`config.mk`:
```
export PLATFORM = sky130hd
export DESIGN_NAME = serial_sub4
export DESIGN_NICKNAME = d
export VERILOG_FILES = /design/src/rtl/serial_sub4.sv
export SDC_FILE = /design/constraint.sdc
export NUM_CORES = 1
export LEC_CHECK = 0
export CAP_MARGIN = 20
export CORE_ASPECT_RATIO = 0.8
export CORE_MARGIN = 5
export CORE_UTILIZATION = 30
export CTS_CLUSTER_DIAMETER = 40
export DETAILED_ROUTE_END_ITERATION = 8
export SKIP_CTS_REPAIR_TIMING = 1
export SLEW_MARGIN = 20
export SYNTH_ARGS = -nofsm -noshare
export SYNTH_HDL_FRONTEND = slang
export SYNTH_SLANG_ARGS = --single-unit
```
`constraint.sdc`:
```
create_clock -name clk -period 1.85 [get_ports clk]
set_clock_uncertainty 0.1 [all_clocks]
set_input_delay 0.37 -clock clk [delete_from_list [all_inputs] [get_ports clk]]
set_output_delay 0.37 -clock clk [all_outputs]
set_load 0.01 [all_outputs]
```
`src/rtl/serial_sub4.sv`:
```
// Bit-serial two's-complement subtractor D = A - B, one full-subtractor step per cycle.
// Define SERIAL_SUB_OVF_EN to add the registered signed-overflow output ovf.
module serial_sub4 #(
    parameter int unsigned WIDTH = 4
) (
    input  logic             clk,
    input  logic             rst_n,
    input  logic             start,
    input  logic [WIDTH-1:0] A,
    input  logic [WIDTH-1:0] B,
    output logic [WIDTH-1:0] D,
    output logic             Bout,
    output logic             busy,
    output logic             done
`ifdef SERIAL_SUB_OVF_EN
    ,
    output logic             ovf
`endif
);

    localparam logic [1:0] IDLE  = 2'd0;
    localparam logic [1:0] SHIFT = 2'd1;
    localparam logic [1:0] DONE  = 2'd2;

    localparam int unsigned CNTW = (WIDTH > 1) ? $clog2(WIDTH) : 1;
    localparam logic [CNTW-1:0] LAST = CNTW'(WIDTH - 1);

    logic [1:0]       state;
    logic [WIDTH-1:0] ra;
    logic [WIDTH-1:0] rb;
    logic [WIDTH-2:0] res;
    logic [CNTW-1:0]  cnt;
    logic             br;

    logic             a0;
    logic             b0;
    logic             dbit;
    logic             nbr;
    logic [WIDTH-1:0] cat;
    logic             accept;

    assign a0     = ra[0];
    assign b0     = rb[0];
    assign dbit   = a0 ^ b0 ^ br;
    assign nbr    = (~a0 & b0) | (~(a0 ^ b0) & br);
    // cat is the result after this cycle's bit lands in the MSB; its low bit drops out of res
    assign cat    = {dbit, res};
    assign accept = start && (state == IDLE || state == DONE);

    assign busy = (state == SHIFT);
    assign done = (state == DONE);

    always_ff @(posedge clk or negedge rst_n) begin
        if (!rst_n) begin
            state <= IDLE;
            ra    <= '0;
            rb    <= '0;
            res   <= '0;
            cnt   <= '0;
            br    <= 1'b0;
            D     <= '0;
            Bout  <= 1'b0;
`ifdef SERIAL_SUB_OVF_EN
            ovf   <= 1'b0;
`endif
        end else begin
            case (state)
                IDLE, DONE: begin
                    if (accept) begin
                        ra    <= A;
                        rb    <= B;
                        br    <= 1'b0;
                        cnt   <= '0;
                        state <= SHIFT;
                    end else begin
                        state <= IDLE;
                    end
                end
                SHIFT: begin
                    ra  <= ra >> 1;
                    rb  <= rb >> 1;
                    res <= cat[WIDTH-1:1];
                    br  <= nbr;
                    cnt <= cnt + CNTW'(1);
                    if (cnt == LAST) begin
                        D     <= cat;
                        Bout  <= nbr;
`ifdef SERIAL_SUB_OVF_EN
                        // borrow into MSB xor borrow out of MSB
                        ovf   <= br ^ nbr;
`endif
                        state <= DONE;
                    end
                end
                default: state <= IDLE;
            endcase
        end
    end

endmodule
```
==> results of run 1 <==
-- cell type report --
type                       count  area [um2]  area share
sequential                    21         526       0.405
multi-input combinational     60         450       0.347
timing repair buffer          21         205       0.158
tap                           42        52.6      0.0405
clock buffer                   3        41.3      0.0318
inverter                       5        18.8      0.0145
clock inverter                 1        5.00     0.00385
-- logic make-up after synthesis --
kind of cell,after synthesis,share of synthesized area
AOI/OAI and AO/OA,18,0.108
xor gates and xnor gates,1,0.00843
adders and majority gates,2,0.0313
buffers and inverters,9,0.0614
DFF,21,0.505
muxes,13,0.144
and+or+nand+nor,26,0.141
-- worst paths after layout --
| check | cells after the start | startpoint | end |
|---|---|---|---|
| setup / recovery | 1 | Bout | Bout |
| hold / removal | 2 | rst_n | D[1] |
| setup reg to reg | 2 | ra[0] | D[3] |
| hold reg to reg | 2 | res[0] | res[0] |
| max in group asynchronous | 2 | rst_n | rb[1] |
| min in group clk | 2 | res[0] | res[0] |
-- per-stage QoR --
| stage | TNS [ns] | cells | util |
|---|---|---|---|
| floorplan | 0 | 90 | - |
| global placement | 0 | 149 | 0.370 |
| detailed placement | 0 | 149 | 0.370 |
| CTS | -0.128 | 153 | 0.383 |
| global route | 0 | 153 | 0.385 |
| finish | 0 | 153 | 0.385 |
-- routing by layer --
metal / part of all wire / track usage / vias to the layer above
met1: 0.49 / 0.123 / 321
met2: 0.44 / 0.142 / 13
met5: 0 / 0 / -
met3: 0.063 / 0.0466 / 2
li1: - / - / 352
met4: 0.0047 / 0.0131 / 0
-- power by group through the flow --
| stage | Clock [mW] | Sequential (mW) | Combinational, mW |
|---|---|---|---|
| 3_5_place_dp | 0 | 0.834 | 0.932 |
| 3_3_place_gp | 0 | 0.824 | 0.918 |
| 6_report | 0.292 | 0.822 | 0.918 |
| 5_1_grt | 0.331 | 0.863 | 1.03 |
| 4_1_cts | 0.312 | 0.827 | 0.937 |
| 2_1_floorplan | 0 | 0.823 | 0.657 |
-- registers in the layout, indices dropped and copies added, names as in the netlist --
| signal | count |
|---|---|
| D | 4 |
| res | 3 |
| br | 1 |
| cnt | 2 |
| rb | 4 |
| state | 2 |
| Bout | 1 |
| ra | 4 |
-- Yosys cell counts --
library cell / number / area share
nand2_1: 13 / 0.047
nand3b_4: 1 / 0.019
o211a_1: 1 / 0.0096
a211oi_1: 4 / 0.029
inv_2: 2 / 0.0072
fa_1: 1 / 0.019
a21oi_1: 5 / 0.024
mux2i_1: 9 / 0.087
buf_6: 4 / 0.043
o21ai_0: 3 / 0.014
ha_1: 1 / 0.012
inv_1: 3 / 0.011
nand2b_4: 1 / 0.013
nand2_2: 1 / 0.0060
nor2b_1: 5 / 0.030
or2b_1: 1 / 0.0072
a22o_1: 1 / 0.0084
nor2_1: 1 / 0.0036
o21ai_1: 3 / 0.014
dfrtp_1: 21 / 0.51
a32oi_1: 1 / 0.0084
xor2_1: 1 / 0.0084
nand3_1: 3 / 0.014
mux2_4: 4 / 0.058
==> results.py, run 1 <==
metrics = {
    "grt": {
        "grt_pass1_wl_um": 3490,
        "grt_usage": 0.0941,
        "antenna_found_initial": 0,
        "grt.overflow.total": 0,
        "grt_pass1_vias": 738,
        "grt_max_degree": 22,
    },
    "detailed_routing": {
        "first_pass_iters": 4,
        "vias_per_cell": 4.50,
        "drtIter0Drc": 13,
        "vias": 688,
        "final_antenna_net_count": 0,
        "finalWirelength_um": 1900,
        "wl_per_cell_um": 12.4,
        "remaining_drc_errors": 0,
    },
    "final_layout": {
        "num_antenna_cells": 0,
        "drive_gt1_frac": 0.153,
        "mostFrequentLayoutCells": "21 x dfrtp_1, 15 x clkdlybuf4s50_1, 13 x nand2_1",
        "final_common_cell": "dfrtp_1",
        "fill_cells": 329,
        "fin_nets": 125,
        "area_delta_synth_final_pct": 24.9,
        "postLayoutCellArea_um2": 1300,
    },
    "pwr": {
        "leakagePower_nw": 0.624,
        "power.switching_mw": 0.727,
        "max-vdd-ir-drop_mv": 0.716,
        "p_seq_frac": 0.405,
        "fin_total_pwr_mw": 2.03,
        "switching_share": 0.358,
        "clockPowerShare": 0.144,
        "p_per_area_nw_per_um2": 1560,
        "combPwrFrac": 0.452,
        "p_int_mw": 1.31,
    },
    "die": {
        "ios": 18,
        "start_util": 0.308,
        "fp.dieArea_um2": 4750,
        "core_area_um2": 3380,
        "rows": 19,
        "die_w_um": 75.8,
        "die_y_um": 62.7,
    },
    "setup_path": {
        "cp_slowest_stage_delay_ns": 0.54,
        "cp_slowest_cell": "clkdlybuf4s50_1",
        "worstPathMaxFanout": 2,
        "worst-r2r-setup-slack_ns": 0.43,
        "cp-end-kind": "output pin",
        "cp_num_buf_inv": 1,
        "cp.required_ns": 1.38,
        "crit_chain": "clkdlybuf4s50_1",
        "worst_ep_arrival_time_ns": 1.17,
        "cp_top_family": "buffers and inverters",
        "start_kind": "flop",
        "criticalPathCategory": "flop to output pin",
    },
    "timing": {
        "slew_headroom": 0.819,
        "post-route-period-util": 0.885,
        "worst_slack_ns": 0.212,
        "fin_crit_ns": 1.64,
        "tightest_slew_ns": 0.272,
        "setup_viol": 0,
        "drv_slew": 0,
        "max_freq_ghz": 0.611,
        "rsz0062_at_grt": "no",
        "hold_viol_final": 0,
        "hold_ws_ns": 0.348,
    },
    "clock_network": {
        "cts_buffers": 3,
        "tritoncts": "yes",
        "cts_sinks": 21,
        "h-tree-depth": 1,
        "cts_root_buf": "clkbuf_8",
        "clk_pin_slew_worst_paths_ns": 0.08,
        "clkLatencyLatePin_ns": 0.26,
        "clock_path_buffers": 2,
    },
    "logic_synthesis": {
        "syn_area_um2": 1040,
        "yosys_register_bits": 21,
        "seq_area_frac_synth": 0.505,
        "syn_inst": 90,
        "ys_warn_count": 0,
        "synth_nets": 103,
        "avgSynthCellArea_um2": 11.6,
        "synth.distinct_cells": 24,
    },
    "placement": {
        "place_congestion": 0.684,
        "place_area_um2": 1250,
        "pre_cts_slack_ns": 0.200,
        "port_buffers": 17,
        "hpwl_um": 1400,
    },
    "flow_run": {
        "cap_violations": 0,
    },
    "min_path": {
        "hold_path.class": "input port to async pin",
    },
    "status": {
        "status": "finished, final reports clean",
    },
}
(Power assumes the default switching activity.)
==> run 2: changes to the inputs <==
--- a/config.mk
+++ b/config.mk
@@ -8,9 +8,10 @@
 export CAP_MARGIN = 20
 export CORE_ASPECT_RATIO = 0.8
 export CORE_MARGIN = 5
-export CORE_UTILIZATION = 30
+export CORE_UTILIZATION = 46
 export CTS_CLUSTER_DIAMETER = 40
 export DETAILED_ROUTE_END_ITERATION = 8
+export PLACE_DENSITY = 0.74
 export SKIP_CTS_REPAIR_TIMING = 1
 export SLEW_MARGIN = 20
 export SYNTH_ARGS = -nofsm -noshare
==> constraint.sdc (replaced) <==
create_clock -name clk -period 1.4 [get_ports clk]
set_clock_uncertainty 0.1 [all_clocks]
set_input_delay 0.28 -clock clk [delete_from_list [all_inputs] [get_ports clk]]
set_output_delay 0.28 -clock clk [all_outputs]
set_load 0.01 [all_outputs]
==> run 2 against run 1 <==
  * The run now ends with setup timing left
  * Critical path depth increased by 2
  * Count of clock-buffer cells in the layout is the same
  * Flip-flop and latch count unchanged
  * Non-clock buffer count up 7
  * Via count is 4.7% higher
  * Register-to-register slack got worse by 0.46 ns
  * Sequential power up 34%
  * Power increased by 40%
  * Largest cell class unchanged
  * Highest routed layer unchanged
==> results.py, run 2 (synthesized netlist as in run 1, its figures left out) <==
metrics = {
    "die": {
        "fp.dieArea_um2": 3320,
        "start_util": 0.482,
        "core_area_um2": 2160,
        "rows": 15,
        "ios": 18,
        "die_w_um": 63.2,
        "die_y_um": 52.5,
    },
    "setup_path": {
        "start_kind": "flop",
        "criticalPathCategory": "flop to output pin",
        "cp.required_ns": 1.02,
        "worstPathMaxFanout": 4,
        "cp-end-kind": "output pin",
        "worst_ep_arrival_time_ns": 1.05,
    },
    "final_layout": {
        "num_antenna_cells": 0,
        "postLayoutCellArea_um2": 1340,
        "final_cells": 143,
        "mostFrequentLayoutCells": "20 x dfrtp_1, 11 x nand2_1, 10 x clkdlybuf4s50_1, 10 x buf_4, 9 x mux2i_1",
        "area_delta_synth_final_pct": 29.2,
        "drive_gt1_frac": 0.271,
        "fin_nets": 132,
        "top_regs": "D: 4 flops, ra: 4 flops, rb: 4 flops",
        "final_common_cell": "dfrtp_1",
    },
    "timing": {
        "drv_slew": 0,
        "max_freq_ghz": 0.697,
        "worst_slack_ns": -0.0341,
        "slew_headroom": 0.823,
        "fin_crit_ns": 1.43,
        "post-route-period-util": 1.02,
        "setup_viol": 3,
        "tightest_slew_ns": 0.266,
        "rsz0062_at_grt": "yes",
        "hold_ws_ns": 0.196,
        "hold_viol_final": 0,
    },
    "flow_run": {
        "cap_violations": 0,
    },
    "clock_network": {
        "clock_path_buffers": 2,
        "cts_buffers": 3,
        "cts_sinks": 21,
        "clk_pin_slew_worst_paths_ns": 0.12,
        "h-tree-depth": 1,
        "clkLatencyLatePin_ns": 0.31,
        "tritoncts": "yes",
        "cts_root_buf": "clkbuf_4",
    },
    "grt": {
        "grt_pass1_vias": 758,
        "grt_usage": 0.134,
        "grt.overflow.total": 0,
        "grt_pass1_wl_um": 3450,
        "antenna_found_initial": 0,
        "grt_max_degree": 22,
    },
    "pwr": {
        "p_per_area_nw_per_um2": 2120,
        "max-vdd-ir-drop_mv": 1.54,
        "fin_total_pwr_mw": 2.85,
        "leakagePower_nw": 0.685,
    },
    "placement": {
        "place_congestion": 0.738,
        "hpwl_um": 1430,
        "dpl.cell_count": 139,
        "place_area_um2": 1280,
        "port_buffers": 17,
    },
    "detailed_routing": {
        "first_pass_iters": 4,
        "drtIter0Drc": 10,
        "final_antenna_net_count": 0,
        "finalWirelength_um": 1970,
        "remaining_drc_errors": 0,
        "wl_per_cell_um": 13.8,
        "vias": 720,
        "vias_per_cell": 5.03,
    },
    "status": {
        "violations": "setup timing",
        "status": "finished, violations left",
    },
    "min_path": {
        "hold_path.class": "input port to async pin",
    },
}
run 2: path summary, 6_finish.rpt:
path / cells after the start / slack (ns) / endpoint / start
worst max-delay path: 3 / -0.03 / busy / state[1]
worst min-delay path: 2 / 0.20 / ra[1] / rst_n
worst min register to register: 2 / 0.40 / res[0] / res[0]
worst max register to register: 2 / -0.03 / D[3] / ra[0]
min in group clk: 2 / 0.40 / res[0] / res[0]
max in group asynchronous: 2 / 0.78 / state[0] / rst_n
run 2: worst max-delay path, stage by stage, from the launching register on:
cell,delay (ns)
dfrtp_1,0.44
nand2b_4,0.17
inv_4,0.05
buf_6,0.09
run 2: per-layer routing:
metal / up-vias / track usage / routed length, um
met4: 0 / 0.0318 / 17
met3: 2 / 0.0494 / 85
li1: 363 / - / -
met5: - / 0 / 0
met1: 338 / 0.169 / 965
met2: 17 / 0.220 / 904
run 2: stage by stage:
stage / worst slack (ns) / TNS [ns] / util
floorplan: 0.0407 / 0 / -
global placement: -0.136 / -0.493 / 0.592
detailed placement: -0.105 / -0.615 / 0.592
CTS: -0.474 / -2.03 / 0.605
global route: -0.104 / -0.339 / 0.623
finish: -0.0341 / -0.0773 / 0.623
run 2: power by group:
| group | switching [mW] | leakage, nW | total, mW | internal [mW] |
|---|---|---|---|---|
| clock network | 0.187 | 0.0177 | 0.293 | 0.107 |
| logic | 0.660 | 0.408 | 1.46 | 0.801 |
| registers | 0.208 | 0.258 | 1.10 | 0.891 |
run 2: area by class of cell:
| class | count | area (um2) |
|---|---|---|
| multi-input combinational | 60 | 465 |
| clock buffer | 3 | 22.5 |
| tap | 25 | 31.3 |
| sequential | 21 | 527 |
| clock inverter | 1 | 5.00 |
| fill | 173 | 815 |
| timing repair buffer | 28 | 272 |
| inverter | 5 | 21.3 |
==> run 3: changes to the inputs <==
--- a/config.mk
+++ b/config.mk
@@ -11,7 +11,9 @@
 export CORE_UTILIZATION = 46
 export CTS_CLUSTER_DIAMETER = 40
 export DETAILED_ROUTE_END_ITERATION = 8
+export MAX_ROUTING_LAYER = met4
 export PLACE_DENSITY = 0.74
+export REMOVE_ABC_BUFFERS = 1
 export SKIP_CTS_REPAIR_TIMING = 1
 export SLEW_MARGIN = 20
 export SYNTH_ARGS = -nofsm -noshare
==> run 3 against run 2 <==
  * The run still ends with setup timing left
  * Fmax decreased by 2.6%
  * Sequential power is essentially flat
  * Via count up 4.2%
  * Clock power decreased by 2%
  * Cell count is 3.5% higher
  * Critical path type unchanged
  * Largest cell class unchanged
  * Largest power group unchanged
==> results.py, run 3 (synthesized netlist as in run 1, its figures left out) <==
metrics = {
    "status": {
        "status": "finished, violations left",
        "violations": "setup timing",
    },
    "grt": {
        "antenna_found_initial": 0,
        "grt_pass1_vias": 769,
        "grt.overflow.total": 0,
        "grt_pass1_wl_um": 3380,
        "grt_max_degree": 22,
        "grt_usage": 0.134,
    },
    "final_layout": {
        "mostFrequentLayoutCells": "21 x dfrtp_1, 16 x buf_4, 13 x nand2_1",
        "num_antenna_cells": 0,
        "fin_nets": 137,
        "final_common_cell": "dfrtp_1",
        "fill_cells": 182,
        "top_regs": "D: 4 flops, ra: 4 flops, rb: 4 flops",
        "drive_gt1_frac": 0.260,
        "area_delta_synth_final_pct": 29.4,
    },
    "pwr": {
        "p_per_area_nw_per_um2": 2100,
        "fin_total_pwr_mw": 2.82,
        "max-vdd-ir-drop_mv": 1.24,
        "leakagePower_nw": 0.702,
    },
    "detailed_routing": {
        "vias_per_cell": 5.07,
        "wl_per_cell_um": 13.5,
        "vias": 750,
        "remaining_drc_errors": 0,
        "first_pass_iters": 4,
        "finalWirelength_um": 2000,
        "drtIter0Drc": 25,
        "final_antenna_net_count": 0,
    },
    "clock_network": {
        "cts_sinks": 21,
        "clkLatencyLatePin_ns": 0.30,
        "clk_pin_slew_worst_paths_ns": 0.11,
        "tritoncts": "yes",
        "cts_root_buf": "clkbuf_4",
        "h-tree-depth": 1,
        "cts_buffers": 3,
        "clock_path_buffers": 2,
    },
    "timing": {
        "max_freq_ghz": 0.679,
        "tightest_slew_ns": 0.267,
        "slew_headroom": 0.822,
        "hold_viol_final": 0,
        "fin_crit_ns": 1.47,
        "post-route-period-util": 1.05,
        "setup_viol": 2,
        "worst_slack_ns": -0.0718,
        "setup_tns_ns": -0.0896,
        "drv_slew": 0,
        "rsz0062_at_grt": "yes",
    },
    "die": {
        "rows": 15,
        "ios": 18,
        "core_area_um2": 2160,
        "fp.dieArea_um2": 3320,
        "die_y_um": 52.5,
        "die_w_um": 63.2,
        "start_util": 0.482,
    },
    "setup_path": {
        "worst-r2r-setup-slack_ns": -0.02,
        "criticalPathCategory": "flop to output pin",
        "cp.required_ns": 1.02,
        "worst_ep_arrival_time_ns": 1.09,
        "worstPathMaxFanout": 3,
        "cp-end-kind": "output pin",
        "r2r_cells": 2,
        "r2r_start": "ra[0]",
        "start_kind": "flop",
        "reg2reg_to": "D[3]",
    },
    "placement": {
        "hpwl_um": 1490,
        "pre_cts_slack_ns": -0.116,
        "port_buffers": 17,
        "place_congestion": 0.772,
    },
    "flow_run": {
        "cap_violations": 0,
    },
    "min_path": {
        "hold_path.class": "input port to async pin",
    },
}
run 3: power by group:
| group | total [mW] | switching, mW | internal, mW |
|---|---|---|---|
| Combinational | 1.46 | 0.647 | 0.810 |
| Clock | 0.287 | 0.176 | 0.111 |
| Sequential | 1.08 | 0.192 | 0.889 |
run 3: how the worst max path moves through the flow:
stage | start | to | slack, ns | depth (start not counted)
global route | state[0] | busy | -0.13 | 4
detailed placement | state[1] | busy | -0.12 | 3
floorplan | state[0] | D[3] | -0.0003 | 2
global placement | state[1] | busy | -0.11 | 3
CTS | state[1] | busy | -0.46 | 3
finish | state[0] | busy | -0.07 | 4
run 3: layout make-up:
| type | instances | area, um2 | area share |
|---|---|---|---|
| multi-input cells | 60 | 450 | 0.335 |
| clock buffers | 4 | 26.3 | 0.0195 |
| inverters | 5 | 18.8 | 0.0140 |
| well taps | 25 | 31.3 | 0.0233 |
| flip-flops and latches | 21 | 526 | 0.391 |
| repair buffers | 33 | 293 | 0.218 |
run 3: routing by layer:
metal  wire length, um  share of wire  track usage  vias up
li1                  -              -            -      377
met1               988           0.49        0.172      354
met2               927           0.46        0.210       17
met3                77          0.038       0.0472        2
met4                 9         0.0045       0.0212        0
met5                 0              0            -        -
run 3: through the flow:
stage / hold slack (ns) / utilization / cells / area (um2)
CTS: 0.210 / 0.601 / 142 / 1300
global route: 0.218 / 0.623 / 148 / 1350
global placement: 0.361 / 0.589 / 138 / 1270
floorplan: -0.116 / - / 86 / 995
finish: 0.207 / 0.623 / 148 / 1350
detailed placement: 0.377 / 0.589 / 138 / 1270
run 3: critical path: stages, from the launching register on:
cell and delay, ns:
dfrtp_1 0.42, buf_4 0.15, nand2b_4 0.06, inv_2 0.03, clkbuf_2 0.12
==> patch (flow settings as in run 2) <==
Put a register stage on the outputs `busy` and `done`, with the module's reset. The values now appear one clock later. The other outputs are not delayed to match.
--- a/src/rtl/serial_sub4.sv
+++ b/src/rtl/serial_sub4.sv
@@ -47,8 +47,15 @@
     assign cat    = {dbit, res};
     assign accept = start && (state == IDLE || state == DONE);
 
-    assign busy = (state == SHIFT);
-    assign done = (state == DONE);
+    always_ff @(posedge clk or negedge rst_n) begin
+        if (!rst_n) begin
+            busy <= '0;
+            done <= '0;
+        end else begin
+            busy <= (state == SHIFT);
+            done <= (state == DONE);
+        end
+    end
 
     always_ff @(posedge clk or negedge rst_n) begin
         if (!rst_n) begin
Check against the original RTL: not equivalent (a bounded check fails within 4 cycles, from zero or initial values and one cycle with rst_n low).
==> patch against run 2 <==
  * Global-route usage down 1.5 points
  * Die area up 5.7%
  * Wire length is 8.4% lower
  * Count of clock-buffer cells in the layout is the same
  * Setup slack improved by 0.041 ns
  * Clock power increased by 6%
  * Critical path depth decreased by 1
  * Area after synthesis increased by 7.0%
  * Non-clock buffer count down 1
  * Sequential cell count up 2
  * Final area increased by 4.6%
  * Total power fell by 2.2%
  * Maximum frequency grew 2.9%
  * Critical endpoint is now D[3]
  * Largest cell class unchanged
==> patch: results (changes against run 2) <==
metric,value,unit,change
outcome,"complete, no violations",,"was finished, violations left"
Top Registers,"D x4, ra x4, rb x4",,unchanged
layout cells sized above 1,23.6,%,was 27.1%
post-synth cell types,22,,was 24
clk buf depth,2,,unchanged
total global-route track usage,12.0,%,was 13.4%
largest net degree at the start of global routing,24,,was 22
final WL,1810,µm,was 1970 µm
xor/xnor cell area share of the yosys netlist,0.787,%,was 0.842%
antenna violations before repair,0,,unchanged
Antenna Cells,0,,unchanged
Slew HR,84.6,%,was 82.3%
"Max FO, Critical Path",2,,was 4
Final setup viols,0,,was 3
post-DR vias/cell,4.92,,was 5.03
CTS buffer count,3,,unchanged
Critical Path AT,1.51,ns,was 1.05 ns
clock transition at the registers of the reported paths,0.13,ns,
Synth Warn #,0,,unchanged
top post-synthesis cells by area,"dfrtp_1 (52%), mux2i_1 (18%), mux2_2 (5.1%), mux2_4 (4.0%), buf_6 (3.0%)",,"was dfrtp_1 (51%), mux2i_1 (8.7%), mux2_4 (5.8%), nand2_1 (4.7%), buf_6 (4.3%)"
GPL Wtd Cong,0.713,,was 0.738
hold crit path type,primary input to asynchronous set/reset pin,,unchanged
Pleak,0.755,nW,was 0.685 nW
fin nets,120,,was 132
Place WS,-0.0311,ns,was -0.105 ns
mux share of post-synthesis cell area,27.1,%,was 14.4%
post-synthesis adder-cell area fraction,2.92,%,was 3.13%
post-synthesis compound-gate area fraction,5.06,%,was 10.8%
Worst-Skew Late Latency,0.31,ns,about the same
CTS H-Tree Depth,1,,unchanged
Async SR Flop Fraction,100,%,unchanged
TritonRoute pass-1 iters,1,,was 4
initial drt markers,0,,was 10
total nets after synthesis,93,,was 103
commonest cells in the synthesized netlist,"dfrtp_1 (23), mux2i_1 (20), inv_1 (6)",,"was dfrtp_1 (21), nand2_1 (13), mux2i_1 (9)"
sequential cell area fraction in the yosys report,51.7,%,was 50.5%
vias in the first global route,698,,was 758
first-pass GRT wire length,3160,µm,was 3450 µm
Final HPWL DP,1350,µm,was 1430 µm
port bufs,17,,unchanged
worst vdd ir,0.820,mV,was 1.54 mV
Root Buffer,clkbuf_4,,unchanged
## patch: area by class of cell
type	count	area, µm²
clock buffer	3	22.5
multi-input combinational	46	470
clock inverter	1	5.00
sequential	23	576
inverter	6	22.5
timing repair buffer	27	275
fill	195	977
tap	27	33.8
## patch: worst max-delay path, cell delays in order (launching register included)
cell and delay, ns:
dfrtp_1 0.43, fa_1 0.50, mux2_2 0.27
## patch: kinds of logic (layout without fill, tap and decap cells)
kind of cell | count (synthesis) | count (layout)
multiplexers | 28 | 28
AO/OA/AOI/OAI | 6 | 6
AND/OR/NAND/NOR | 9 | 9
flip-flops | 23 | 23
buffers and inverters | 11 | 37
adder cells (fa/ha/maj) | 2 | 2
XOR/XNOR | 1 | 1
## patch: where the power goes
part,leakage [nW],switching [mW],internal [mW]
combinational,0.451,0.522,0.806
sequential,0.286,0.191,0.961
clock,0.0177,0.205,0.107
total,0.755,0.917,1.87
## patch: metrics by stage
stage	area [µm²]	instances
after floorplan	1110	80
after global placement	1350	128
after detailed placement	1350	128
after CTS	1380	132
after global routing	1410	133
final	1410	133
## patch: layer usage
layer  GRT usage (%)  vias to the layer above  part of all wire (%)
li1                -                      324                     -
met1            14.1                      317                    48
met4            4.21                        0                  0.83
met3            4.18                        2                   4.7
met2            20.5                       11                    47
met5               0                        -                     0
## patch: final timing paths
kind / from / end / slack (ns) / cells past startpoint
max: ra[0] / D[3] / 0.006 / 2
min: rst_n / done / 0.20 / 2
max reg2reg: ra[0] / D[3] / 0.006 / 2
min reg2reg: D[1] / D[1] / 0.41 / 1
max in group asynchronous: rst_n / ra[1] / 0.87 / 2
min in group clk: D[1] / D[1] / 0.41 / 1
